`src/rtl/ir_key_line_buffer.sv`:
```
`default_nettype none
// ============================================================================
//  Module   : ir_key_line_buffer
//  Purpose  : Turns IR remote key events into single-character writes for a
//             one-line LCD (valid/ready write port), with repeat suppression,
//             backspace, clear-line and a raw-code shift register for 7-seg.
//  Revision : 1.0  initial release
// ============================================================================
module ir_key_line_buffer #(
    parameter int          LINE_LEN  = 16,
    parameter int          SEG_BYTES = 1,
    parameter int          HOLD_CYC  = 5_000_000,
    parameter int          WRAP      = 1,
    parameter logic [7:0]  BS_CODE   = 8'h11,
    parameter logic [7:0]  CLR_CODE  = 8'h12,
    localparam int         PW        = $clog2(LINE_LEN)
) (
    input  logic                   clk,
    input  logic                   rst_n,
    input  logic [7:0]             ir_code,
    input  logic                   ir_valid,
    output logic                   lcd_wr_valid,
    input  logic                   lcd_wr_ready,
    output logic [PW-1:0]          lcd_wr_pos,
    output logic [7:0]             lcd_wr_char,
    output logic [PW-1:0]          cursor,
    output logic                   busy,
    output logic                   key_dropped,
    output logic                   overflow,
    output logic [8*SEG_BYTES-1:0] seg_code
);

    localparam int            HW          = (HOLD_CYC > 1) ? $clog2(HOLD_CYC) : 1;
    localparam logic [HW-1:0] c_hold_load = HW'(HOLD_CYC - 1);
    localparam logic [PW-1:0] c_last_col  = PW'(LINE_LEN - 1);
    localparam logic [PW-1:0] c_pos_one   = PW'(1);
    localparam logic [7:0]    c_space     = 8'h20;

    typedef enum logic [1:0] {
        IDLE  = 2'd0,
        WRITE = 2'd1,
        CLEAR = 2'd2
    } state_t;

    state_t                r_state;
    state_t                w_nx_state;
    logic                  r_ir_valid_d;
    logic                  r_armed;
    logic [HW-1:0]         r_hold;
    logic [7:0]            r_last_code;
    logic                  r_full;
    logic                  r_op_bs;
    logic                  r_lcd_wr_valid;
    logic [PW-1:0]         r_lcd_wr_pos;
    logic [7:0]            r_lcd_wr_char;
    logic [PW-1:0]         r_cursor;
    logic                  r_busy;
    logic                  r_key_dropped;
    logic                  r_overflow;
    logic [8*SEG_BYTES-1:0] r_seg_code;

    logic                  w_event;
    logic                  w_suppress;
    logic                  w_is_bs;
    logic                  w_is_clr;
    logic                  w_is_char;
    logic [7:0]            w_char;
    logic                  w_mapped;
    logic                  w_take;
    logic                  w_drop;
    logic                  w_xfer;
    logic                  w_nx_valid;
    logic [PW-1:0]         w_nx_pos;
    logic [7:0]            w_nx_char;
    logic [PW-1:0]         w_nx_cursor;
    logic                  w_nx_full;
    logic                  w_nx_overflow;
    logic                  w_nx_op_bs;

    // A level already high when reset releases must be seen low before it
    // can produce an event, hence the arming flag.
    assign w_event    = ir_valid & ~r_ir_valid_d & r_armed;
    assign w_suppress = (ir_code == r_last_code) && (r_hold != '0);
    assign w_mapped   = w_is_char | w_is_bs | w_is_clr;
    assign w_take     = w_event & ~w_suppress & w_mapped & (r_state == IDLE);
    assign w_drop     = w_event & ~w_suppress & w_mapped & (r_state != IDLE);
    assign w_xfer     = r_lcd_wr_valid & lcd_wr_ready;

    // Key code classification and character map; control keys take priority.
    always_comb begin
        w_is_bs   = (ir_code == BS_CODE);
        w_is_clr  = (ir_code == CLR_CODE) && !w_is_bs;
        w_is_char = 1'b0;
        w_char    = c_space;
        if (ir_code <= 8'h09) begin
            w_is_char = 1'b1;
            w_char    = 8'h30 + ir_code;
        end else begin
            case (ir_code)
                8'h0F:   begin w_is_char = 1'b1; w_char = 8'h41; end
                8'h13:   begin w_is_char = 1'b1; w_char = 8'h42; end
                8'h10:   begin w_is_char = 1'b1; w_char = 8'h43; end
                default: begin w_is_char = 1'b0; w_char = c_space; end
            endcase
        end
        if (w_is_bs || w_is_clr) begin
            w_is_char = 1'b0;
        end
    end

    // Edge detector and arming flag for the IR level strobe.
    always_ff @(posedge clk or negedge rst_n) begin
        if (!rst_n) begin
            r_ir_valid_d <= 1'b0;
            r_armed      <= 1'b0;
        end else begin
            r_ir_valid_d <= ir_valid;
            r_armed      <= r_armed | ~ir_valid;
        end
    end

    // Repeat-suppression window and last accepted code.
    always_ff @(posedge clk or negedge rst_n) begin
        if (!rst_n) begin
            r_hold      <= '0;
            r_last_code <= 8'hFF;
        end else if (w_take) begin
            r_hold      <= c_hold_load;
            r_last_code <= ir_code;
        end else if (r_hold != '0) begin
            r_hold      <= r_hold - HW'(1);
        end
    end

    // Raw-code display register: every event shifts in, whatever its fate.
    generate
        if (SEG_BYTES == 1) begin : g_seg_single
            always_ff @(posedge clk or negedge rst_n) begin
                if (!rst_n)       r_seg_code <= '0;
                else if (w_event) r_seg_code <= ir_code;
            end
        end else begin : g_seg_shift
            always_ff @(posedge clk or negedge rst_n) begin
                if (!rst_n)       r_seg_code <= '0;
                else if (w_event) r_seg_code <= {r_seg_code[8*SEG_BYTES-9:0], ir_code};
            end
        end
    endgenerate

    // Next-state and next-output logic for the write sequencer.
    always_comb begin
        w_nx_state    = r_state;
        w_nx_valid    = r_lcd_wr_valid;
        w_nx_pos      = r_lcd_wr_pos;
        w_nx_char     = r_lcd_wr_char;
        w_nx_cursor   = r_cursor;
        w_nx_full     = r_full;
        w_nx_overflow = r_overflow;
        w_nx_op_bs    = r_op_bs;
        case (r_state)
            IDLE: begin
                if (w_take) begin
                    if (w_is_clr) begin
                        w_nx_state = CLEAR;
                        w_nx_valid = 1'b1;
                        w_nx_pos   = '0;
                        w_nx_char  = c_space;
                    end else if (w_is_bs) begin
                        // Nothing to erase at column 0 unless the line is full.
                        if ((r_cursor != '0) || r_full) begin
                            w_nx_state = WRITE;
                            w_nx_valid = 1'b1;
                            w_nx_pos   = r_full ? r_cursor : (r_cursor - c_pos_one);
                            w_nx_char  = c_space;
                            w_nx_op_bs = 1'b1;
                        end
                    end else if ((WRAP == 0) && r_full) begin
                        w_nx_overflow = 1'b1;
                    end else begin
                        w_nx_state = WRITE;
                        w_nx_valid = 1'b1;
                        w_nx_pos   = r_cursor;
                        w_nx_char  = w_char;
                        w_nx_op_bs = 1'b0;
                    end
                end
            end
            WRITE: begin
                if (w_xfer) begin
                    w_nx_state = IDLE;
                    w_nx_valid = 1'b0;
                    if (r_op_bs) begin
                        w_nx_cursor = r_lcd_wr_pos;
                        w_nx_full   = 1'b0;
                    end else if (r_cursor == c_last_col) begin
                        if (WRAP != 0) w_nx_cursor = '0;
                        else           w_nx_full   = 1'b1;
                    end else begin
                        w_nx_cursor = r_cursor + c_pos_one;
                    end
                end
            end
            CLEAR: begin
                if (w_xfer) begin
                    if (r_lcd_wr_pos == c_last_col) begin
                        w_nx_state    = IDLE;
                        w_nx_valid    = 1'b0;
                        w_nx_cursor   = '0;
                        w_nx_full     = 1'b0;
                        w_nx_overflow = 1'b0;
                    end else begin
                        w_nx_pos = r_lcd_wr_pos + c_pos_one;
                    end
                end
            end
            default: begin
                w_nx_state = IDLE;
                w_nx_valid = 1'b0;
            end
        endcase
    end

    // State register and registered outputs.
    always_ff @(posedge clk or negedge rst_n) begin
        if (!rst_n) begin
            r_state        <= IDLE;
            r_lcd_wr_valid <= 1'b0;
            r_lcd_wr_pos   <= '0;
            r_lcd_wr_char  <= c_space;
            r_cursor       <= '0;
            r_full         <= 1'b0;
            r_overflow     <= 1'b0;
            r_op_bs        <= 1'b0;
            r_busy         <= 1'b0;
            r_key_dropped  <= 1'b0;
        end else begin
            r_state        <= w_nx_state;
            r_lcd_wr_valid <= w_nx_valid;
            r_lcd_wr_pos   <= w_nx_pos;
            r_lcd_wr_char  <= w_nx_char;
            r_cursor       <= w_nx_cursor;
            r_full         <= w_nx_full;
            r_overflow     <= w_nx_overflow;
            r_op_bs        <= w_nx_op_bs;
            r_busy         <= (w_nx_state != IDLE);
            r_key_dropped  <= w_drop;
        end
    end

    assign lcd_wr_valid = r_lcd_wr_valid;
    assign lcd_wr_pos   = r_lcd_wr_pos;
    assign lcd_wr_char  = r_lcd_wr_char;
    assign cursor       = r_cursor;
    assign busy         = r_busy;
    assign key_dropped  = r_key_dropped;
    assign overflow     = r_overflow;
    assign seg_code     = r_seg_code;

endmodule
`default_nettype wire

```
`config.mk`:
```
export PLATFORM = sky130hd
export DESIGN_NAME = ir_key_line_buffer
export DESIGN_NICKNAME = d
export VERILOG_FILES = /design/src/rtl/ir_key_line_buffer.sv
export SDC_FILE = /design/constraint.sdc
export NUM_CORES = 1
export LEC_CHECK = 0
export CAP_MARGIN = 20
export CORE_MARGIN = 2
export CORE_UTILIZATION = 56
export CTS_CLUSTER_DIAMETER = 40
export DETAILED_ROUTE_END_ITERATION = 8
export GPL_ROUTABILITY_DRIVEN = 0
export PLACE_DENSITY = 0.9
export SETUP_SLACK_MARGIN = 0.02
export SYNTH_ARGS = -nofsm -noshare
export SYNTH_HDL_FRONTEND = slang
export SYNTH_SLANG_ARGS = --single-unit
```
`constraint.sdc`:
```
create_clock -name clk -period 2.9 [get_ports clk]
set_clock_uncertainty 0.1 [all_clocks]
set_input_delay 0.87 -clock clk [delete_from_list [all_inputs] [get_ports clk]]
set_output_delay 0.87 -clock clk [all_outputs]
set_load 0.01 [all_outputs]
```
Yosys cells after proc, flatten, opt, wreduce, memory -nomap -nowiden
Index checks and enable logic that the tools add are counted.
W data, S select, Z words.
{"block": "totals", "register_bits": 64, "in_bits": 12, "output_inout_bits": 28, "elab_cells": 117}
{"block": "op_classes", "addsub": 5, "n_lt_le_gt_ge": 1, "n_eq_ne": 19, "muxes": 44, "n_bitwise": 14, "reduce_logical": 20}
{"op": "$mux W4", "count": 12}
{"op": "$mux W23", "count": 2}
{"op": "$eq A8 B5 Y1 const B", "count": 4}
{"op": "$mux W8", "count": 4}
{"op": "$reduce_bool A23 Y1", "count": 1}
{"op": "$sub A23 B1 Y23 const B", "count": 1}
{"op": "$pmux W7 S3", "count": 1}
{"op": "$pmux W4 S2", "count": 2}
{"op": "$reduce_and A5 Y1", "count": 3}
{"op": "$mux W2", "count": 7}
{"op": "$mux W1", "count": 13}
{"op": "$ne A2 B2 Y1 const B", "count": 6}
{"op": "$reduce_bool A2 Y1", "count": 5}
{"op": "$add A4 B1 Y4 const B", "count": 2}
{"op": "$add A6 B8 Y8 const A", "count": 1}
{"op": "$eq A4 B4 Y1 const B", "count": 2}
{"op": "$eq A8 B4 Y1 const B", "count": 1}
{"op": "$eq A8 B8 Y1", "count": 1}
{"op": "$le A8 B4 Y1 const B", "count": 1}
{"op": "$reduce_and A4 Y1", "count": 2}
{"op": "$and A1 B1 Y1", "count": 7}
{"op": "$pmux W2 S3", "count": 1}
{"op": "$ne A4 B3 Y1 const B", "count": 1}
{"op": "$not A1 Y1", "count": 4}
{"op": "other kinds (15)", "count": 19}

Logic depth before layout (Yosys ltp)
Gate-level depths: netlist (run 1).
{"block": "depth", "word_depth": 12, "depth_mapped": 9, "mapped_depth_nobuf": 8}

Worst setup path before layout (run 1)
OpenSTA, ideal clock, no wires.
{"block": "synth_path", "kind": "reg2reg", "from": "register r_hold[19]", "to": "register r_lcd_wr_char[2], in the netlist lcd_wr_char[2]", "setup_ns": 0.125, "arrival_time_ns": 2.427, "required_ns": 2.675, "path_slack_ns": 0.247, "stages_incl_launch_ff": 8, "path_buffers": 1, "period_less_slack_ns": 2.653, "path_cell_list": "dfrtp_1 > or4_4 > or3_4 > nor4_4 > o221a_4 > nand2_2 > buf_6 > mux2_4"}
{"block": "synth_via", "elab_chain_len": 7}
{"item": "start: declaration", "line_no": "49", "rtl": "logic [HW-1:0] r_hold;"}
{"item": "start signal: assignment", "line_no": "128", "rtl": "r_hold <= c_hold_load;"}
{"item": "start signal: assignment", "line_no": "131", "rtl": "r_hold <= r_hold - HW'(1);"}
{"item": "$reduce_bool A23 Y1", "line_no": "83", "rtl": "assign w_suppress = (ir_code == r_last_code) && (r_hold != '0);"}
{"item": "$logic_and A1 B1 Y1", "line_no": "83"}
{"item": "$not A1 Y1", "line_no": "85", "rtl": "assign w_take = w_event & ~w_suppress & w_mapped & (r_state == IDLE);"}
{"item": "$and A1 B1 Y1 (3 in a row)", "line_no": "85"}
{"item": "$reduce_and A3 Y1 (no source line)"}
{"item": "end signal: assignment", "line_no": "229", "rtl": "r_lcd_wr_char <= c_space;"}
{"item": "end signal: assignment", "line_no": "240", "rtl": "r_lcd_wr_char <= w_nx_char;"}
{"item": "end: declaration", "line_no": "55", "rtl": "logic [7:0] r_lcd_wr_char;"}
Every way passes these cells.
A chain may end at the register's enable or synchronous reset.

Worst setup path after layout (run 1)
{"block": "layout_path", "from": "input port ir_code[5]", "to": "register r_state[0]"}
{"block": "layout_via", "elab_chain_len": 11, "word_cells_on_any_way": 25, "cone_classes": "1 x order compare; 6 x eq/ne; 7 x mux; 6 x bitwise; 5 x reduce/logical"}
{"item": "start: declaration", "line_no": "20", "rtl": "input logic [7:0] ir_code,"}
{"item": "parallel branches: the longest is 9 deep, another holds $le A8 B4 Y1"}
{"item": "$mux W2 (*)", "line_no": "162", "rtl": "if (w_take) begin"}
{"item": "$pmux W2 S3 (*)", "line_no": "160", "rtl": "case (r_state)"}
{"item": "via w_nx_state[0]", "line_no": "46", "rtl": "state_t w_nx_state;"}
{"item": "end signal: assignment", "line_no": "237", "rtl": "r_state <= w_nx_state;"}
{"item": "end: declaration", "line_no": "45", "rtl": "state_t r_state;"}
Mark *: on every way through the listed nets, which the timed path passes.

==> flow_summary.ini, run 1 <==
[outcome]
status = complete, but fails checks
failed_checks = setup timing

[timing]
setup_violations = 1
timing.final.crit_share_pct = 102
min_period_ps = 2960
finalMaxSlewViolations = 0
setup_ws_ps = -62.9
hold_viol = 0
tightest_slew_ps = 507
max_freq_ghz = 0.338
slew_headroom_pct = 66.1

[yosys]
synth.distinct_cells = 59
syn_area_sq_um = 3480
syn-num-nets = 386
yosysSeqAreaShare_pct = 45.6
avgSynthCellArea_sq_um = 9.51
synth-seq-cells = 63
ys_async_sr_fraction_pct = 100
yosys_warnings = 0
synth_top_flop_cell = dfrtp_1
synthCells = 366
synth_enable_flop_cells = 0

[worst_setup_path]
cp_data_required_time_ps = 3060
endpoint_kind = register
worst-path-max-fanout = 4
critPathLaunchType = input pin
cp.arrival_ps = 3120
crit_start = ir_code[5]
r2r_start = r_hold[6]$_DFFE_PN0P_
critPathKind = input pin to register

[global_route]
grt_overflow = 0
grtUsageTotal_pct = 29.3
grt_max_degree = 56
grt_pass1_wl_um = 16300
grt_pass1_vias = 3353
antenna_found_initial = 0

[power]
pwr-share-clk_pct = 47.0
comb_power_share_pct = 8.7
p_int_w = 0.00157
irDropWorstVdd_v = 0.000319
leakage_nw = 1.91
netSwitchingPower_w = 0.000469
pwr-share-seq_pct = 44.3
power.density_nw_per_um2 = 444
p_sw_share_pct = 23.0

[flow_run]
max-cap-violations = 0

[clocking]
hold_buffers = 0
clockBufferDepth = 2
clock-sinks = 63
clockRootBuffer = clkbuf_8
htree_levels = 3
clkTransAtPathRegs_ps = 80
clk_latency_ps = 340
cts_tree = done
cts_buffers = 9

[final_layout]
final_core_util_pct = 77.2
multi_input_comb_area_sq_um = 1860
nFillCells = 341
instances_no_fill = 527
n_antenna_cell = 0
syn_to_final_growth_pct = 32.1
nets = 467
layout-drive-gt1-share_pct = 23.9
regArea_sq_um = 1590

[detailed_routing]
wire_per_inst_um = 19.4
routed_wl_um = 10200
route.detailed.drc = 0
drtIter0Drc = 319
drt.antenna.violating_nets = 0
via_per_inst = 6.38
first_pass_iters = 5
vias = 3360

[floorplanning]
fp.dieH_um = 82.8
die_w_um = 82.8
num_rows = 28
core-area_sq_um = 5960
io_pins = 40
dieArea_sq_um = 6860
initial_utilization_pct = 58.4

[place]
io_buffers = 38
dp_hpwl_um = 6280
dp.cells = 507

[worst_hold_path]
hp-class = input pin to asynchronous set/reset pin
[cells in the mapped netlist, drive strengths merged (4+ instances only)]
cell	n	area (sq um)
o22ai	4	25.0
or2	6	37.5
or4	8	65.1
inv	10	37.5
a21oi	18	90.1
or3	7	48.8
o31ai	10	75.1
ha	8	100
dfstp	9	236
nand4	5	31.3
mux2	9	113
xnor2	6	52.6
o21ai	32	160
clkbuf	13	48.8
dfrtp	54	1350
nand3	12	60.1
nand2	43	164
xor2	15	131
nor4	4	40.0
nand2b	5	31.3
nor3	12	60.1
nor2	22	82.6
and3	5	31.3
buf	4	27.5
and2	8	50.1
[cell type report]
type	count	share of cell area (%)
Multi-Input combinational cell	276	40.6
Sequential cell	63	34.5
Timing Repair Buffer	87	16.7
Clock buffer	10	2.99
Clock inverter	6	2.34
Tap cell	75	2.04
Inverter	10	0.817
[worst max-delay path, stage by stage]
cell             delay (ps)
clkdlybuf4s50_1         450
inv_2                   120
ha_4                    170
a31oi_1                  90
nor3_1                  280
and3b_2                 330
o22ai_4                 110
or4_1                   510
a21oi_1                 200
[sequential cells by signal, indices dropped and copies added, names as in the netlist]
register,cells
busy,1
r_ir_valid_d,1
r_hold,23
r_last_code,8
key_dropped,1
lcd_wr_valid,1
r_state,2
lcd_wr_char,8
cursor,4
lcd_wr_pos,4
r_op_bs,1
r_armed,1
seg_code,8
[power by group through the flow]
| stage | Combinational [W] | Sequential, W | Clock [W] |
|---|---|---|---|
| 3_5_place_dp | 0.000161 | 0.000921 | 0 |
| 6_report | 0.000177 | 0.000905 | 0.000960 |
| 5_1_grt | 0.000188 | 0.000906 | 0.000995 |
| 3_3_place_gp | 0.000155 | 0.000920 | 0 |
| 4_1_cts | 0.000166 | 0.000904 | 0.000944 |
| 2_1_floorplan | 0.0000473 | 0.000927 | 0 |
[stage by stage]
step	power, W	worst slack (ps)	instance area (sq um)	setup TNS, ps	hold slack, ps
2_1_floorplan	0.000974	247	3480	0	335
3_3_place_gp	0.00108	-242	4220	-5790	350
3_5_place_dp	0.00108	-460	4220	-14190	357
4_1_cts	0.00201	34.9	4490	0	301
5_1_grt	0.00209	-116	4600	-246	307
6_report	0.00204	-62.9	4600	-62.9	292
[cells by family after synthesis]
kind of cell | count (synthesis) | share of synthesized area, %
AND/OR/NAND/NOR | 148 | 22.8
multiplexers | 12 | 4.10
buffers and inverters | 27 | 3.27
flip-flops | 63 | 45.6
AO/OA/AOI/OAI | 86 | 16.0
other | 1 | 0.108
adder cells (fa/ha/maj) | 8 | 2.88
XOR/XNOR | 21 | 5.28
[path summary, 6_finish.rpt]
check                                              to  slack (ps)  cells after the start
min reg2reg                r_last_code[1]$_DFFE_PN1P_         380                      2
min in group clk           r_last_code[1]$_DFFE_PN1P_         380                      2
max                              r_state[0]$_DFF_PN0_         -60                      9
max in group asynchronous  r_last_code[3]$_DFFE_PN1P_        1760                      2
min                            r_hold[17]$_DFFE_PN0P_         290                      1
max reg2reg                      r_state[0]$_DFF_PN0_          70                      7
[timing repair]
item / CTS / global route
buffers inserted: 1 / 3
endpoints found under the hold margin: 0 / 0
pin swaps: 0 / 5
setup endpoints to repair: 15 / 32
resized for setup: 5 / 14
[layout by cell type, fill, tap and decap left out, drive strengths merged, types with 2 or more instances in the layout]
cell type	count
and4	2
a31oi	2
xor2	15
and3b	2
nand3b	2
o2bb2ai	3
nand3	12
inv	10
o221a	3
buf	50
and2	8
or3	7
xnor2	6
clkinv	2
mux2	9
nand2b	5
nor2b	2
clkdlybuf4s50	35
nor3	12
a21oi	18
or4	8
ha	8
and3	5
nand4	5
dlymetal6s2s	2
o211ai	3
clkbuf	10
nor4	4
o21ai	32
dfrtp	54
o22ai	4
bufinv	3
nor2	22
nand2	43
or2	6
dfstp	9
mux2i	3
o31ai	10
[per-layer routing]
metal / vias up / wire length, um / GRT usage (%)
li1: 1480 / - / -
met1: 1631 / 4170 / 37.9
met5: - / 0 / 0
met3: 43 / 676 / 5.27
met4: 0 / 357 / 13.1
met2: 206 / 5020 / 48.3
Note: power is estimated with default switching activity, not from simulation.
==> inputs of run 2 (changes only) <==
--- a/config.mk
+++ b/config.mk
@@ -8,10 +8,10 @@
 export CAP_MARGIN = 20
 export CORE_MARGIN = 2
 export CORE_UTILIZATION = 56
-export CTS_CLUSTER_DIAMETER = 40
+export CTS_CLUSTER_DIAMETER = 50
 export DETAILED_ROUTE_END_ITERATION = 8
 export GPL_ROUTABILITY_DRIVEN = 0
-export PLACE_DENSITY = 0.9
+export PLACE_DENSITY = 0.88
 export SETUP_SLACK_MARGIN = 0.02
 export SYNTH_ARGS = -nofsm -noshare
 export SYNTH_HDL_FRONTEND = slang
==> run 2 against run 1 <==
Compared with the run above: the flow still finishes with violations (setup timing); total power fell by 7.6%; register-to-register slack got worse by 100 ps; routed wire length increased by 2.3%; combinational power hardly changed; fmax decreased by 2.0%; core utilization is 1.1 points lower; non-clock buffer count fell by 5; critical path depth down 1; final cell count decreased by 0.95%; via count down 0.86%; largest power group is now sequential cells.
==> flow_summary.ini, run 2 (synthesized netlist as in run 1, its figures left out) <==
[outcome]
status = complete, but fails checks
failed_checks = setup timing

[timing]
min_period_ps = 3020
max_freq_ghz = 0.331
setup_violations = 6
timing.final.crit_share_pct = 104
slew_headroom_pct = 60.4
finalSetupTns_ps = -235
finalMaxSlewViolations = 0
setup_ws_ps = -124
hold_viol = 0
tightest_slew_ps = 594

[place]
io_buffers = 38
dp_hpwl_um = 6250

[global_route]
grt_max_degree = 42
grt_overflow = 0
grt_pass1_wl_um = 15200
antenna_found_initial = 0
grt_pass1_vias = 3134
grtUsageTotal_pct = 27.5

[final_layout]
layout-drive-gt1-share_pct = 24.2
syn_to_final_growth_pct = 30.2
n_antenna_cell = 0
final_common_cell = dfrtp_1
layout_common_cells = dfrtp_1 (53), nand2_1 (42), buf_4 (40)
final_core_util_pct = 76.1
regMostFlops = r_hold
largest_reg_flops = 23
nets = 462

[floorplanning]
io_pins = 40
fp.dieH_um = 82.8
core-area_sq_um = 5960
num_rows = 28
dieArea_sq_um = 6860
die_w_um = 82.8
initial_utilization_pct = 58.4

[detailed_routing]
via_per_inst = 6.38
vias = 3331
routed_wl_um = 10500
first_pass_iters = 6
wire_per_inst_um = 20.0
drtIter0Drc = 339
drt.antenna.violating_nets = 0
route.detailed.drc = 0

[worst_hold_path]
hp-class = register to register
hp-start = r_armed$_DFF_PN0_

[clocking]
clk_latency_ps = 360
clockRootBuffer = clkbuf_8
clock-sinks = 63
cts_tree = done
clkTransAtPathRegs_ps = 90
hold_buffers = 0
cts_buffers = 9
clockBufferDepth = 2
htree_levels = 3

[power]
power.density_nw_per_um2 = 416
leakage_nw = 1.87
irDropWorstVdd_v = 0.000326

[worst_setup_path]
critPathLaunchType = input pin
cp.arrival_ps = 3160
reg2reg_slack_ps = -30
endpoint_kind = register
worst-path-max-fanout = 20
critPathKind = input pin to register
r2r_start = r_hold[6]$_DFFE_PN0P_
crit_start = ir_code[7]
cp_data_required_time_ps = 3030

[flow_run]
max-cap-violations = 0
## run 2: cell count changes in the layout (fill, tap and decap cells not counted), sizes merged
cell           delta
buf               -6
bufinv            -2
clkbuf            +2
inv               +1
dlymetal6s2s      +1
clkdlybuf4s50     -1
## run 2: worst max-delay path, cell delays in order
cell and delay [ps]:
clkdlybuf4s50_1 590, nand4bb_4 340, o22ai_2 180, and3b_2 250, buf_4 150, o221ai_4 160
buf_6 230, o21ai_0 380
## run 2: path summary, 6_finish.rpt
check,endpoint,cells past startpoint
max,r_last_code[3]$_DFFE_PN1P_,8
min in group asynchronous,seg_code[7]$_DFFE_PN0P_,1
min,r_armed$_DFF_PN0_,1
max in group asynchronous,r_last_code[2]$_DFFE_PN1P_,2
max reg2reg,r_last_code[3]$_DFFE_PN1P_,7
min reg2reg,r_armed$_DFF_PN0_,1
## run 2: repair_timing
action / 4_1_cts / 5_1_grt
gates resized for setup: 4 / 21
pin swaps: 0 / 4
buffers inserted: 0 / 5
endpoints found under the setup margin: 10 / 41
## run 2: layout make-up
cell class                 instances  area [sq um]
clock buffer                      11           141
clock inverter                     5          56.3
tap                               75          93.8
sequential                        63          1590
timing repair buffer              82           742
fill                             369          1420
inverter                          10          37.5
multi-input combinational        276          1870
## run 2: through the flow
stage / instances / setup slack, ps / hold WS, ps / cell area, sq um / power (W)
3_3_place_gp: 501 / -240 / 350 / 4180 / 0.00107
2_1_floorplan: 366 / 247 / 335 / 3480 / 0.000974
3_5_place_dp: 501 / -374 / 356 / 4180 / 0.00108
4_1_cts: 517 / 12.9 / 373 / 4400 / 0.00185
6_report: 522 / -124 / 370 / 4530 / 0.00189
5_1_grt: 522 / -143 / 390 / 4530 / 0.00194
## run 2: power breakdown
part / internal, W / switching [W] / total, W
Clock: 0.000421 / 0.000383 / 0.000804
Sequential: 0.000895 / 0.00000985 / 0.000905
Combinational: 0.0000833 / 0.0000936 / 0.000177
## run 2: per-layer routing
layer  up-vias  track usage, %  wire, um
met5         -               0         0
met4         0            11.0       420
met3        57            5.17       933
met2       212            46.0      5140
met1      1598            35.2      3960
li1       1464               -         -
==> RTL change (config.mk and constraints of run 1) <==
Make the reset (`rst_n`) synchronous in 5 clocked blocks.
--- a/src/rtl/ir_key_line_buffer.sv
+++ b/src/rtl/ir_key_line_buffer.sv
@@ -109,7 +109,7 @@
     end
 
     // Edge detector and arming flag for the IR level strobe.
-    always_ff @(posedge clk or negedge rst_n) begin
+    always_ff @(posedge clk) begin
         if (!rst_n) begin
             r_ir_valid_d <= 1'b0;
             r_armed      <= 1'b0;
@@ -120,7 +120,7 @@
     end
 
     // Repeat-suppression window and last accepted code.
-    always_ff @(posedge clk or negedge rst_n) begin
+    always_ff @(posedge clk) begin
         if (!rst_n) begin
             r_hold      <= '0;
             r_last_code <= 8'hFF;
@@ -135,12 +135,12 @@
     // Raw-code display register: every event shifts in, whatever its fate.
     generate
         if (SEG_BYTES == 1) begin : g_seg_single
-            always_ff @(posedge clk or negedge rst_n) begin
+            always_ff @(posedge clk) begin
                 if (!rst_n)       r_seg_code <= '0;
                 else if (w_event) r_seg_code <= ir_code;
             end
         end else begin : g_seg_shift
-            always_ff @(posedge clk or negedge rst_n) begin
+            always_ff @(posedge clk) begin
                 if (!rst_n)       r_seg_code <= '0;
                 else if (w_event) r_seg_code <= {r_seg_code[8*SEG_BYTES-9:0], ir_code};
             end
@@ -221,7 +221,7 @@
     end
 
     // State register and registered outputs.
-    always_ff @(posedge clk or negedge rst_n) begin
+    always_ff @(posedge clk) begin
         if (!rst_n) begin
             r_state        <= IDLE;
             r_lcd_wr_valid <= 1'b0;
Behaviour: differs if rst_n is asserted again (counterexample within 4 cycles, from zero or initial values and one cycle with rst_n low); with rst_n held inactive, the same outputs for 10 cycles.
==> RTL change against run 1 <==
The run still ends with negative setup slack left; sequential share of layout area decreased by 5.4 points; non-clock buffer count up 10; synthesized cell count is 4.9% higher; sequential cell count unchanged; final area decreased by 5.9%; area after synthesis is 8.1% lower; global-route usage up 1.4 points; final cell count increased by 4.0%; wire length shrank 3.9%; setup slack improved by 0.026 ns; critical path type is now flop to flop; critical endpoint is now r_state[0].
Power is not compared: it rests on default switching activity, and its combinational part moved more than twofold at a synthesized area within 25%.
==> RTL change: results (changes against run 1) <==
dpl ws -0.486 ns (-0.0261 ns); drt total wl 9.83 mm (-3.9%); synthesized instance count 384 (+4.9%); 1st-iter DRT viols 214 (-33%); Total Routing Usage GR 30.7% (+1.4 points); critical path's slowest cell or4_4; ys flop type dfxtp_1; cts repair resizes 14 (+9); number of setup violations in the final report 2 (+1); min-delay src r_armed; FFs w/ async S/R, synth 0% (-100 points); first-pass GRT wire length 15.1 mm (-7.6%); outcome finished with violations; top cells by area, synth dfxtp_1, a21oi_1, nand2_1; final net count 492 (+5.4%); vias in the first global route 3255 (-2.9%); Critical Path End r_state[0]; Non-clock buffering overhead 19.5% (+2.8 points); Worst Max-Slew Pin Slew 0.549 ns (+0.0415 ns); Worst-Skew Late Latency 0.35 ns; largest net degree at the start of global routing 29 (-48%); post-synthesis sequential area ratio 39.4% (-6.2 points); placed instance area 4010 µm² (-5.0%); violated checks negative setup slack; CP peak stage delay 0.55 ns (+0.04 ns); Pleak 1.71 nW; Post CTS Setup Buffer Count 6 (+5); drt wl/cell 17.9 µm (-7.5%); comb_multi_in 291 (+5.4%); worst hold slack 0.369 ns (+0.0773 ns); Placed Cells 522 (+3.0%); data arrival time of the worst path 3.10 ns (-0.02 ns); input/output buffers 38 (unchanged); Net Sw Frac 37.0%; layout cells sized above 1 20.6% (-3.3 points); Avg Inst Size Synth 8.33 µm² (-12%); Vias 3396 (+1.1%); final non-filler cell area 4330 µm² (-5.9%); final worst slack -0.0371 ns (+0.0259 ns); Distinct cells, synth 54 (-8.5%); total number of sequential cells 63 (unchanged); R2R cell count 8 (+1); Syn Nets 405 (+4.9%); Hold Crit Class flop to flop; Setup crit start r_hold[0]; footprint of the multi-input gates 1900 µm² (+1.9%); DP HPWL 5.95 mm (-5.2%); clock-cell share of area 4.54% (-0.79 points); inverter count 9 (-1); Setup TNS -0.0426 ns (+0.0203 ns); Non-CTS buffers 97 (+11%); top cells by count, synth dfxtp_1, nand2_1, a21oi_1; Reg area 1260 µm² (-21%); fillcell total 325 (-4.7%)
-- RTL change: cell types whose count changed after synthesis, moves of 7 or more --
cell	before	now
dfxtp_1	0	63
dfrtp_1	54	0
a21oi_1	18	36
o21ai_0	32	14
nor2_1	22	33
xnor2_1	6	16
dfstp_2	9	0
o31ai_1	10	2
and2_1	8	1
nor4_1	3	10
-- RTL change: cell families (layout without fill, tap and decap cells) --
family	after synthesis	after routing	synth area share [%]
compound gates	87	87	17.6
fa+ha+maj	9	9	3.52
xor+xnor	32	32	8.76
mux	7	7	2.23
flops	63	63	39.4
buf+inv	30	122	3.68
other cells	1	1	0.117
simple gates	155	155	24.6
-- RTL change: per-layer routing --
layer | vias up | global-route usage [%] | wire length (µm)
li1 | 1544 | - | -
met1 | 1617 | 35.3 | 3870
met2 | 190 | 52.5 | 4880
met3 | 45 | 6.11 | 683
met4 | 0 | 17.9 | 393
met5 | - | 0 | 0
